## src/rtl/uart_fifo_bridge.sv

```systemverilog
// Memory-mapped bridge between a simple valid/ready CPU bus and a byte UART core,
// with TX/RX FIFOs, sticky overflow/framing-error flags and a small TX launch FSM.
module uart_fifo_bridge #(
  parameter int unsigned TX_DEPTH = 16,
  parameter int unsigned RX_DEPTH = 16
) (
  input  logic        clk,
  input  logic        reset_n,
  input  logic        mem_valid,
  output logic        mem_ready,
  input  logic [31:0] mem_addr,
  input  logic [31:0] mem_wdata,
  input  logic [3:0]  mem_wstrb,
  output logic [31:0] mem_rdata,
  output logic        tx_trigger,
  output logic [7:0]  tx_byte,
  input  logic        is_transmitting,
  input  logic        received,
  input  logic [7:0]  rx_byte,
  input  logic        recv_error
);

  localparam int unsigned TX_AW = $clog2(TX_DEPTH);
  localparam int unsigned TX_CW = TX_AW + 1;
  localparam int unsigned RX_AW = $clog2(RX_DEPTH);
  localparam int unsigned RX_CW = RX_AW + 1;

  localparam logic [1:0] REG_DATA   = 2'b00;
  localparam logic [1:0] REG_STATUS = 2'b01;
  localparam logic [1:0] REG_CTRL   = 2'b10;

  typedef enum logic [1:0] {
    TX_IDLE,
    TX_START,
    TX_WAIT_BUSY,
    TX_WAIT_DONE
  } tx_state_t;

  tx_state_t         tx_state;
  logic [7:0]        tx_mem [TX_DEPTH];
  logic [TX_AW-1:0]  tx_wptr, tx_rptr;
  logic [TX_CW-1:0]  tx_count;
  logic [7:0]        rx_mem [RX_DEPTH];
  logic [RX_AW-1:0]  rx_wptr, rx_rptr;
  logic [RX_CW-1:0]  rx_count;
  logic              ovf_sticky, err_sticky;

  logic [1:0]  reg_sel;
  logic        is_write, tx_full, tx_empty, rx_full, rx_nonempty;
  logic        stall, accept, tx_push, tx_pop, rx_pop, rx_push, ovf_set, ctrl_wr;
  logic [31:0] status_word, rd_val;
  logic        unused_bits;

  assign unused_bits = ^{mem_addr[31:4], mem_addr[1:0], mem_wdata[31:8]};

  assign reg_sel     = mem_addr[3:2];
  assign is_write    = |mem_wstrb;
  assign tx_full     = (tx_count == TX_CW'(TX_DEPTH));
  assign tx_empty    = (tx_count == '0);
  assign rx_full     = (rx_count == RX_CW'(RX_DEPTH));
  assign rx_nonempty = (rx_count != '0);

  // A DATA write into a full TX FIFO holds off until the FSM frees an entry.
  assign stall   = mem_valid && is_write && (reg_sel == REG_DATA) && tx_full;
  assign accept  = mem_valid && !mem_ready && !stall;
  assign tx_push = accept && is_write && (reg_sel == REG_DATA);
  assign tx_pop  = (tx_state == TX_IDLE) && !tx_empty && !is_transmitting;
  assign rx_pop  = accept && !is_write && (reg_sel == REG_DATA) && rx_nonempty;
  // A same-cycle pop makes room, so a full RX FIFO still takes the byte.
  assign rx_push = received && (!rx_full || rx_pop);
  assign ovf_set = received && rx_full && !rx_pop;
  assign ctrl_wr = accept && is_write && (reg_sel == REG_CTRL);

  assign status_word = {26'h0, err_sticky, ovf_sticky, tx_full, tx_empty, rx_full, rx_nonempty};

  always_comb begin
    rd_val = '0;
    case (reg_sel)
      REG_DATA:   rd_val = rx_nonempty ? {24'h0, rx_mem[rx_rptr]} : 32'h0;
      REG_STATUS: rd_val = status_word;
      default:    rd_val = '0;
    endcase
  end

  // FIFO storage carries no reset; occupancy is governed by the counters below.
  always_ff @(posedge clk) begin
    if (tx_push) tx_mem[tx_wptr] <= mem_wdata[7:0];
    if (rx_push) rx_mem[rx_wptr] <= rx_byte;
  end

  always_ff @(posedge clk) begin
    if (!reset_n) begin
      mem_ready  <= 1'b0;
      mem_rdata  <= '0;
      tx_wptr    <= '0;
      tx_rptr    <= '0;
      tx_count   <= '0;
      rx_wptr    <= '0;
      rx_rptr    <= '0;
      rx_count   <= '0;
      ovf_sticky <= 1'b0;
      err_sticky <= 1'b0;
    end else begin
      mem_ready <= accept;
      mem_rdata <= (accept && !is_write) ? rd_val : 32'h0;

      if (tx_push) tx_wptr <= tx_wptr + TX_AW'(1);
      if (tx_pop)  tx_rptr <= tx_rptr + TX_AW'(1);
      tx_count <= tx_count + TX_CW'(tx_push) - TX_CW'(tx_pop);

      if (rx_push) rx_wptr <= rx_wptr + RX_AW'(1);
      if (rx_pop)  rx_rptr <= rx_rptr + RX_AW'(1);
      rx_count <= rx_count + RX_CW'(rx_push) - RX_CW'(rx_pop);

      // Set has priority over a coincident CTRL clear.
      if (ovf_set)                       ovf_sticky <= 1'b1;
      else if (ctrl_wr && mem_wdata[0])  ovf_sticky <= 1'b0;
      if (recv_error)                    err_sticky <= 1'b1;
      else if (ctrl_wr && mem_wdata[1])  err_sticky <= 1'b0;
    end
  end

  // TX launch FSM: the head byte is latched on entry to START, trigger is high in START.
  always_ff @(posedge clk) begin
    if (!reset_n) begin
      tx_state   <= TX_IDLE;
      tx_trigger <= 1'b0;
      tx_byte    <= '0;
    end else begin
      tx_trigger <= 1'b0;
      case (tx_state)
        TX_IDLE: begin
          if (tx_pop) begin
            tx_state   <= TX_START;
            tx_trigger <= 1'b1;
            tx_byte    <= tx_mem[tx_rptr];
          end
        end
        TX_START:     tx_state <= TX_WAIT_BUSY;
        TX_WAIT_BUSY: if (is_transmitting) tx_state <= TX_WAIT_DONE;
        TX_WAIT_DONE: if (!is_transmitting) tx_state <= TX_IDLE;
        default:      tx_state <= TX_IDLE;
      endcase
    end
  end

endmodule

```

## config.mk

```make
export PLATFORM = sky130hd
export DESIGN_NAME = uart_fifo_bridge
export DESIGN_NICKNAME = d
export VERILOG_FILES = /design/src/rtl/uart_fifo_bridge.sv
export SDC_FILE = /design/constraint.sdc
export NUM_CORES = 1
export LEC_CHECK = 0
export ABC_AREA = 1
export CAP_MARGIN = 40
export CORE_MARGIN = 4
export CORE_UTILIZATION = 35
export CTS_BUF_LIST = sky130_fd_sc_hd__clkbuf_2
export CTS_CLUSTER_DIAMETER = 150
export DETAILED_ROUTE_END_ITERATION = 12
export PLACE_DENSITY = 0.57
export REMOVE_ABC_BUFFERS = 1
export SYNTH_ARGS = -nofsm -noshare
export SYNTH_HDL_FRONTEND = slang
export SYNTH_SLANG_ARGS = --single-unit
```

## constraint.sdc

```tcl
create_clock -name clk -period 7.6 [get_ports clk]
set_input_delay 0.76 -clock clk [delete_from_list [all_inputs] [get_ports clk]]
set_output_delay 0.76 -clock clk [all_outputs]
set_load 0.1 [all_outputs]
```

==> reports/metrics.cfg, run 1 <==
[status]
status=finished clean

[critical_path]
path_class=flip-flop to flip-flop
cp_max_fo=20
path_delay_family=adder cells
path_common_cell=inv_1
arrival_ns=3.95
crit_cells=13
crit_path_cell_trace=inv_1, ha_1, nand4_1, nand3_2, inv_1, ha_1, inv_1, ha_1, inv_1, fa_1, o31ai_1, o21ai_0, a21oi_1
r2r_cells=13
cp-end-kind=flip-flop
rr_startpoint=tx_count[3]
cp.buffers_inverters=4
slowest_delay_ns=0.52
crit_path_end=tx_count[4]
crit_start=tx_count[3]
startpoint_type=flip-flop
worst_path_max_delay_cell=inv_1
rrSetupSlack_ns=4.47
worstReg2RegEnd=tx_count[4]
cp.required_ns=8.42

[hold_path]
hold_class=flip-flop to flip-flop

[synth]
yosys-top-cells-area=edfxtp_1, dfxtp_1, nor2_1
yosysMostFrequentCell=edfxtp_1
ys_seq_area_share_pct=65.85
synth_compound_gate_area_share_pct=5.786
synthXorXnorAreaFrac_pct=0.3965
synthTopCellsByCount=edfxtp_1, nor2_1, nand2_1, nand3_1, inv_1
muxShareOfSynthArea_pct=0
syn_avg_cell_area_um2=10.55
synth_flop_cell=edfxtp_1
ys_async_sr_fraction_pct=0
yosysUniqueCellTypes=34
synth_top_cell_area_share_pct=58.00
synth-edff-count=256
synth_seq_cells=308
synth_top_family_by_area=simple AND/OR/NAND/NOR gates
synthCells=1256
syn-cell-area_um2=13260
synth.yosys.warnings=0
synthSimpleGateAreaFrac_pct=17.79
yosys.area.top_type=edfxtp_1
synthAdderAreaFrac_pct=2.662

[routing]
viasPerCell=4.627
drc=0
ant_nets=0
drt_wl_total_um=30480
routedWlPerCell_um=15.75
via_count=8953
firstDrtPassIters=5
drtIter0Drc=668

[global_routing]
grt.total_usage_pct=14.68
grt_pass1_wl_um=47310
grt_pass1_vias=8697
antenna_found_initial=1
grt-ovfl-total=0
grt_max_degree=67

[clocking]
cts_inserted_buffers=83
cts_max_level=3
cts-resized-gates=0
clock_latency_ns=0.90
clock_sinks=308
holdBufCountCts=0
root_buffer=clkbuf_2
clock_path_buffers=3
tritoncts=done
clk_pin_slew_ns=0.10
post_cts_buffers=0

[sta]
worst_slew_pin_slew_ns=0.8535
fmax_ghz=0.3199
relSlewSlack_pct=42.89
rsz0062_at_grt=false
fin_ws_ns=4.474
finClkSkew_ns=0.04209
tns_ns=0
whs_ns=0.4741
slew_violations=0
hold_viol=0
period_share_pct=41.13
min_period_ns=3.126
setup_viol=0

[placed_design]
dp_slack_ns=3.913
numPortBuffers=45
place.gp.congestion=0.7543
place_inst=1783
dp_hpwl_um=18060

[power]
power-per-cell-area_nw_per_um2=277.6
vdd_ir_drop_max_v=0.0001498
power_w=0.004181
p_leak_nw=5.870

[cells_and_area]
drive_gt1_share_pct=13.35
layout.filler_cells=3706
area_growth_pct=13.63
finalNonFillerCells=1935
fin_nets=1466

[floorplan]
core_um2=37490
initial_utilization_pct=35.36
die_area_um2=41050
die-height_um=202.6
rows=71
fp.dieW_um=202.6
ios=124

[run]
maxCapViolCount=0

## routing by layer
metal	GRT usage (%)	routed length, um	vias to the layer above	share of wire, %
li1	-	-	4431	-
met4	5.577	744	0	2.4
met5	0	0	-	0
met3	3.402	1823	53	6.0
met2	24.15	14510	264	48
met1	19.00	13410	4205	44
## power by group
part | switching [W] | internal [W] | leakage (nW)
logic | 0.000721 | 0.000337 | 2.53
registers | 0.0000400 | 0.00191 | 2.73
clock network | 0.000681 | 0.000496 | 0.605
total | 0.00144 | 0.00274 | 5.87
## state kept, by name, summed over array words and instances, names as in the netlist, named ones only
name / flops
err_sticky: 1
mem_rdata: 8
mem_ready: 1
ovf_sticky: 1
rx_count: 5
rx_mem: 128
rx_rptr: 4
rx_wptr: 4
tx_byte: 8
tx_count: 5
tx_mem: 128
tx_rptr: 4
tx_state: 2
tx_trigger: 1
tx_wptr: 4
## worst min-delay path, stage by stage (launching register included)
cell     delay, ns
dfxtp_1       0.32
nand2_1       0.06
a21oi_1       0.05
## placed cells by master, fill, tap and decap left out, types with 17 or more instances in the layout
cell type	instances
ha_1	25
a21oi_1	25
nor2_1	230
inv_1	117
buf_8	17
o21ai_1	32
conb_1	24
dfxtp_1	50
clkdlybuf4s50_1	45
clkbuf_2	135
edfxtp_1	256
nand2_1	179
o21ai_0	68
nand3_1	133
## metrics by stage
stage	utilization, %	instance area [um2]
2_1_floorplan	-	12830
3_3_place_gp	37.24	13960
3_5_place_dp	38.13	14290
4_1_cts	40.17	15060
5_1_grt	40.18	15060
6_report	40.18	15060
## worst min path at each step
stage | start | end | slack (ns) | cells after the start
floorplan | ovf_sticky | ovf_sticky | 0.44 | 2
global placement | ovf_sticky | ovf_sticky | 0.45 | 2
detailed placement | ovf_sticky | ovf_sticky | 0.46 | 2
CTS | recv_error | err_sticky | 0.43 | 3
global route | recv_error | err_sticky | 0.47 | 3
finish | ovf_sticky | ovf_sticky | 0.47 | 2
## final cells by class
| cell class | instances | area (um2) | area share [%] |
|---|---|---|---|
| clock inverter | 16 | 91.34 | 0.6064 |
| clock buffer | 135 | 675.6 | 4.486 |
| timing repair buffer | 71 | 818.3 | 5.433 |
| inverter | 128 | 483.0 | 3.207 |
| antenna | 1 | 2.502 | 0.01661 |
| tap | 511 | 639.4 | 4.245 |
| sequential | 308 | 8731 | 57.97 |
| multi-input combinational | 765 | 3621 | 24.04 |
## kinds of logic after synthesis
kind of cell / after synthesis
flops: 308
other cells: 1
xor+xnor: 6
simple gates: 563
fa+ha+maj: 27
buf+inv: 206
compound gates: 145
Note: power is estimated with default switching activity, not from simulation.
==> run 2: changes to the inputs <==
--- a/config.mk
+++ b/config.mk
@@ -12,7 +12,7 @@
 export CTS_BUF_LIST = sky130_fd_sc_hd__clkbuf_2
 export CTS_CLUSTER_DIAMETER = 150
 export DETAILED_ROUTE_END_ITERATION = 12
-export PLACE_DENSITY = 0.57
+export PLACE_DENSITY = 0.59
 export REMOVE_ABC_BUFFERS = 1
 export SYNTH_ARGS = -nofsm -noshare
 export SYNTH_HDL_FRONTEND = slang
==> constraint.sdc (replaced) <==
create_clock -name clk -period 2.55 [get_ports clk]
set_input_delay 0.255 -clock clk [delete_from_list [all_inputs] [get_ports clk]]
set_output_delay 0.255 -clock clk [all_outputs]
set_load 0.1 [all_outputs]
==> run 2 against run 1 <==
  * Final area is 2.1% higher
  * Sequential share of layout area is 1.2 points lower
  * Highest routed layer unchanged
  * Sequential cell count stayed put
  * Critical path type unchanged
  * Via count is 1.3% higher
==> reports/metrics.cfg, run 2 (synthesis gave the netlist of run 1 again) <==
[status]
status=finished clean  ; unchanged

[critical_path]
slowest_delay_ns=0.33  ; was 0.52 ns
startpoint_type=flip-flop  ; unchanged
cp.required_ns=3.14  ; was 8.42 ns
path_class=flip-flop to flip-flop  ; unchanged
crit_path_cell_trace=inv_1, ha_2, nand4_1, nand4_1, buf_4, buf_4, buf_4, buf_4, buf_4, inv_8, nand2_2, nor2_1, buf_4  ; was inv_1, ha_1, nand4_1, nand3_2, inv_1, ha_1, inv_1, ha_1, inv_1, fa_1, o31ai_1, o21ai_0, a21oi_1
cp_max_fo=8  ; was 20
path_common_cell=buf_4  ; was inv_1
arrival_ns=3.02  ; was 3.95 ns
cp.buffers_inverters=8  ; was 4
worst_path_max_delay_cell=dfxtp_2  ; was inv_1
cp-end-kind=flip-flop  ; unchanged
path_delay_family=buffers and inverters  ; was adder cells

[placed_design]
dp_hpwl_um=18680  ; was 18,060 um
place.gp.congestion=0.8029  ; was 0.7543
post_dp_cell_area_um2=14370  ; was 14,290 um2
numPortBuffers=45  ; unchanged
dp_slack_ns=-0.1876  ; was 3.913 ns

[power]
combPwrFrac_pct=25.4  ; was 25.3%
switching_share_pct=34.13  ; was 34.49%
p_leak_nw=6.108  ; was 5.870 nW
p_int_w=0.008251  ; was 0.002739 W
p_seq_share_pct=46.4  ; was 46.6%
vdd_ir_drop_max_v=0.0004148  ; was 0.0001498 V
clockPowerShare_pct=28.2  ; about the same
switchingPower_w=0.004275  ; was 0.001442 W
power_w=0.01253  ; was 0.004181 W
power-per-cell-area_nw_per_um2=814.8  ; was 277.6 nW/um2

[sta]
fin_ws_ns=0.1175  ; was 4.474 ns
fmax_ghz=0.4111  ; was 0.3199 GHz
min_period_ns=2.432  ; was 3.126 ns
period_share_pct=95.39  ; was 41.13%
hold_viol=0  ; unchanged
rsz0062_at_grt=true  ; was false
worst_slew_pin_slew_ns=0.7215  ; was 0.8535 ns
finClkSkew_ns=0.07181  ; was 0.04209 ns
relSlewSlack_pct=51.75  ; was 42.89%
whs_ns=0.1350  ; was 0.4741 ns
setup_viol=0  ; unchanged
slew_violations=0  ; unchanged

[clocking]
cts_max_level=3  ; unchanged
clock_sinks=308  ; unchanged
root_buffer=clkbuf_2  ; unchanged
clock_path_buffers=3  ; unchanged
clk_pin_slew_ns=0.10  ; about the same
clock_latency_ns=0.89  ; was 0.90 ns
tritoncts=done  ; unchanged
cts_inserted_buffers=83  ; unchanged

[floorplan]
initial_utilization_pct=35.36  ; unchanged
die_area_um2=41050  ; unchanged
die-height_um=202.6  ; unchanged
fp.dieW_um=202.6  ; unchanged
core_um2=37490  ; unchanged
ios=124  ; unchanged
rows=71  ; unchanged

[cells_and_area]
fin_util_pct=41.01  ; was 40.18%
drive_gt1_share_pct=18.70  ; was 13.35%
fin_area_um2=15370  ; was 15,060 um2
fin_nets=1512  ; was 1,466
layout_common_cells=edfxtp_1, nor2_1, nand2_1  ; unchanged
reg_top3=rx_mem: 128 flops, tx_mem: 128 flops  ; unchanged
final_common_cell=edfxtp_1  ; unchanged
area_growth_pct=15.98  ; was 13.63%

[global_routing]
grt_pass1_vias=8949  ; was 8,697
antenna_found_initial=1  ; unchanged
grt-ovfl-total=0  ; unchanged
grt.total_usage_pct=14.39  ; was 14.68%
grt_pass1_wl_um=47070  ; was 47,310 um
grt_max_degree=66  ; was 67

[run]
maxCapViolCount=0  ; unchanged

[hold_path]
hold_class=input port to flip-flop  ; was flip-flop to flip-flop

[routing]
drc=0  ; unchanged
drtIter0Drc=560  ; was 668
firstDrtPassIters=5  ; unchanged
via_count=9067  ; was 8,953
ant_nets=0  ; unchanged
viasPerCell=4.586  ; was 4.627
routedWlPerCell_um=15.01  ; was 15.75 um
drt_wl_total_um=29670  ; was 30,480 um

-- run 2: cell types whose count changed in the layout (fill, tap and decap cells not counted), moves of 3 or more --
| cell | previous run | this run |
|---|---|---|
| nor2_1 | 230 | 222 |
| dfxtp_1 | 50 | 47 |
| dfxtp_2 | 2 | 5 |
| clkdlybuf4s50_1 | 45 | 27 |
| nor2_2 | 3 | 10 |
| nand2_1 | 179 | 175 |
| ha_1 | 25 | 22 |
| buf_4 | 6 | 76 |
| buf_6 | 0 | 11 |
| buf_8 | 17 | 0 |
-- run 2: per-layer routing --
layer  GRT usage, %  part of all wire, %
met1          19.51                   45
met5              0                    0
met3          3.370                  5.2
met2          22.81                   47
met4          5.092                  2.1
-- run 2: worst paths after layout --
kind | start | endpoint | slack [ns] | depth (start not counted)
worst max-delay path | tx_count[2] | tx_mem[11][7] | 0.12 | 13
worst min-delay path | reset_n | ovf_sticky | 0.13 | 3
worst max register to register | tx_count[2] | tx_mem[11][7] | 0.12 | 13
worst min register to register | ovf_sticky | ovf_sticky | 0.48 | 2
-- run 2: what timing repair did --
| item | 4_1_cts | 5_1_grt |
|---|---|---|
| hold buffers | 2 | 0 |
| endpoints found under the hold margin | 2 | 0 |
| buffers inserted | 4 | 2 |
| pin swaps | 1 | 10 |
| endpoints found under the setup margin | 1 | 118 |
| gates resized for setup | 1 | 44 |
-- run 2: final cells by class --
cell class	count	area [um2]
Multi-Input combinational cell	765	3719
Inverter	128	490.5
Clock buffer	133	665.6
Tap cell	511	639.4
Antenna cell	1	2.502
Sequential cell	308	8735
Timing Repair Buffer	117	1005
Clock inverter	14	117.6
Fill cell	3700	22120
-- run 2: power groups by stage --
stage / clock (W) / sequential [W] / combinational (W)
after floorplan: 0 / 0.00641 / 0.00167
after global routing: 0.00396 / 0.00584 / 0.00358
after CTS: 0.00368 / 0.00581 / 0.00311
after detailed placement: 0 / 0.00592 / 0.00307
after global placement: 0 / 0.00592 / 0.00300
final: 0.00353 / 0.00581 / 0.00319
-- run 2: worst register-to-register path: stages, from the launching register on --
cell	delay (ns)
dfxtp_2	0.33
inv_1	0.05
ha_2	0.19
nand4_1	0.09
nand4_1	0.23
buf_4	0.22
buf_4	0.12
buf_4	0.12
buf_4	0.11
buf_4	0.15
inv_8	0.08
nand2_2	0.09
nor2_1	0.12
buf_4	0.20
-- run 2: per-stage QoR --
step           setup TNS, ns  cells
2_1_floorplan         -3.023   1201
3_3_place_gp         -0.2268   1821
3_5_place_dp         -0.3793   1821
4_1_cts                    0   1974
5_1_grt              -0.5375   1977
6_report                   0   1977
==> run 3: changes to the inputs <==
--- a/config.mk
+++ b/config.mk
@@ -8,11 +8,11 @@
 export ABC_AREA = 1
 export CAP_MARGIN = 40
 export CORE_MARGIN = 4
-export CORE_UTILIZATION = 35
+export CORE_UTILIZATION = 54
 export CTS_BUF_LIST = sky130_fd_sc_hd__clkbuf_2
 export CTS_CLUSTER_DIAMETER = 150
 export DETAILED_ROUTE_END_ITERATION = 12
-export PLACE_DENSITY = 0.59
+export PLACE_DENSITY = 0.83
 export REMOVE_ABC_BUFFERS = 1
 export SYNTH_ARGS = -nofsm -noshare
 export SYNTH_HDL_FRONTEND = slang
==> run 3 against run 2 <==
  * First-iteration DRC count increased by 74%
  * Sequential cell count unchanged
  * Critical path depth up 2
  * Final area down 3.4%
  * Final cell count shrank 10%
  * Largest cell class unchanged
  * Highest routed layer unchanged
==> reports/metrics.cfg, run 3 (synthesis gave the netlist of run 1 again) <==
[global_routing]
antenna_found_initial=1  ; unchanged
grt.total_usage_pct=21.51  ; was 14.39%
grt-ovfl-total=0  ; unchanged
grt_pass1_wl_um=45530  ; was 47,070 um
grt_max_degree=67  ; was 66
grt_pass1_vias=9124  ; was 8,949

[clocking]
clk_pin_slew_ns=0.10  ; about the same
clock_sinks=308  ; unchanged
cts_inserted_buffers=75  ; was 83
tritoncts=done  ; unchanged
holdBufCountCts=0  ; was 2
root_buffer=clkbuf_2  ; unchanged
clock_latency_ns=0.87  ; was 0.89 ns
cts_max_level=3  ; unchanged
clock_path_buffers=3  ; unchanged

[critical_path]
arrival_ns=3.11  ; was 3.02 ns
cp.required_ns=3.25  ; was 3.14 ns
startpoint_type=flip-flop  ; unchanged
cp_max_fo=4  ; was 8
cp-end-kind=flip-flop  ; unchanged
path_class=flip-flop to flip-flop  ; unchanged

[placed_design]
dp_slack_ns=-0.1381  ; was -0.1876 ns
place_inst=1628  ; was 1,821
numPortBuffers=45  ; unchanged
place.gp.congestion=0.8400  ; was 0.8029
dp_hpwl_um=18130  ; was 18,680 um

[floorplan]
fp.dieW_um=164.7  ; was 202.6 um
initial_utilization_pct=54.66  ; was 35.36%
ios=124  ; unchanged
die_area_um2=27120  ; was 41,050 um2
die-height_um=164.7  ; was 202.6 um
core_um2=24250  ; was 37,490 um2
rows=57  ; was 71

[cells_and_area]
layout_common_cells=edfxtp_1, nor2_1, nand2_1  ; unchanged
reg_top3=rx_mem: 128 flops, tx_mem: 128 flops  ; unchanged
area_growth_pct=12.03  ; was 15.98%
fin_util_pct=61.24  ; was 41.01%
finalNonFillerCells=1770  ; was 1,977
drive_gt1_share_pct=15.99  ; was 18.70%
seqCellArea_um2=8732  ; was 8735 um2
final_common_cell=edfxtp_1  ; unchanged
layout.filler_cells=1904  ; was 3,700
multi_input_area_um2=3638  ; was 3719 um2
fin_nets=1492  ; was 1,512

[routing]
drc=0  ; unchanged
via_count=9439  ; was 9,067
viasPerCell=5.333  ; was 4.586
wl_met1_um=11600  ; was 13,500 um
top_layer_used=met4  ; unchanged
wl_met2_um=14060  ; was 14,020 um
drt_wl_total_um=29100  ; was 29,670 um
drtIter0Drc=973  ; was 560
firstDrtPassIters=6  ; was 5
dr_wl_met3_um=2626  ; was 1533 um
routedWlPerCell_um=16.44  ; was 15.01 um
ant_nets=0  ; unchanged

[sta]
period_share_pct=94.87  ; was 95.39%
fin_ws_ns=0.1307  ; was 0.1175 ns
slew_violations=0  ; unchanged
worst_slew_pin_slew_ns=0.8016  ; was 0.7215 ns
hold_viol=0  ; unchanged
finClkSkew_ns=0.07363  ; was 0.07181 ns
tns_ns=0  ; unchanged
setup_viol=0  ; unchanged
relSlewSlack_pct=46.40  ; was 51.75%
min_period_ns=2.419  ; was 2.432 ns
fmax_ghz=0.4133  ; was 0.4111 GHz

[run]
maxCapViolCount=0  ; unchanged

[power]
vdd_ir_drop_max_v=0.0006413  ; was 0.0004148 V
power-per-cell-area_nw_per_um2=816.6  ; was 814.8 nW/um2
p_leak_nw=5.966  ; was 6.108 nW

[hold_path]
hold_class=input port to flip-flop  ; unchanged

[status]
status=finished clean  ; unchanged

-- run 3: changes by cell type in the layout (fill, tap and decap cells not counted), moves of 4 or more --
cell      before  now
buf_6         11    0
clkbuf_2     133  113
clkinv_1      12   18
clkinv_2       0    4
nand2_1      175  179
nor2_1       222  230
nor2_2        10    3
-- run 3: worst max-delay path, stage by stage, from the launching register on --
cell and delay [ns]:
dfxtp_2 0.35, inv_1 0.05, ha_1 0.21, nand3_2 0.12, nand2_1 0.07, inv_2 0.08, nand2_4 0.07, nand2_4 0.07
nand2_4 0.04, ha_1 0.27, inv_1 0.04, ha_1 0.20, fa_2 0.38, buf_4 0.15, xnor2_2 0.14, nor2_1 0.05
-- run 3: through the flow --
step                area (um2)  hold slack (ns)  total power (W)
floorplan                12830           0.3485         0.008083
finish                   14850           0.1237          0.01213
global placement         14120           0.4491         0.008845
CTS                      14820          0.04645          0.01213
global route             14850          0.07397          0.01286
detailed placement       14120           0.4569         0.008956
-- run 3: cell type report --
cell class	instances	share of cell area, %
Timing Repair Buffer	105	6.016
Clock inverter	26	0.8679
Antenna cell	1	0.01685
Sequential cell	308	58.81
Multi-Input combinational cell	765	24.50
Clock buffer	113	3.809
Inverter	128	3.252
Tap cell	324	2.730
-- run 3: report_power, final --
| part | total, W | internal (W) | switching (W) |
|---|---|---|---|
| Clock | 0.00319 | 0.00121 | 0.00198 |
| Sequential | 0.00581 | 0.00568 | 0.000125 |
| Combinational | 0.00313 | 0.000956 | 0.00217 |
| Total | 0.0121 | 0.00785 | 0.00428 |
-- run 3: what timing repair did --
action                     CTS  global route
buffers inserted             0             2
setup endpoints to repair    1             3
resized for setup            1             5
pin swaps                    0             2
-- run 3: path summary, 6_finish.rpt --
check / endpoint / cells after the start / slack [ns] / startpoint
setup / recovery: rx_count[2] / 15 / 0.13 / rx_count[3]
hold / removal: err_sticky / 3 / 0.12 / recv_error
setup reg to reg: rx_count[2] / 15 / 0.13 / rx_count[3]
hold reg to reg: ovf_sticky / 2 / 0.47 / ovf_sticky
-- run 3: routing by layer --
metal	track usage, %	vias to the layer above
li1	-	4483
met1	27.73	4423
met2	35.24	449
met3	5.416	84
met4	8.393	0
met5	0	-
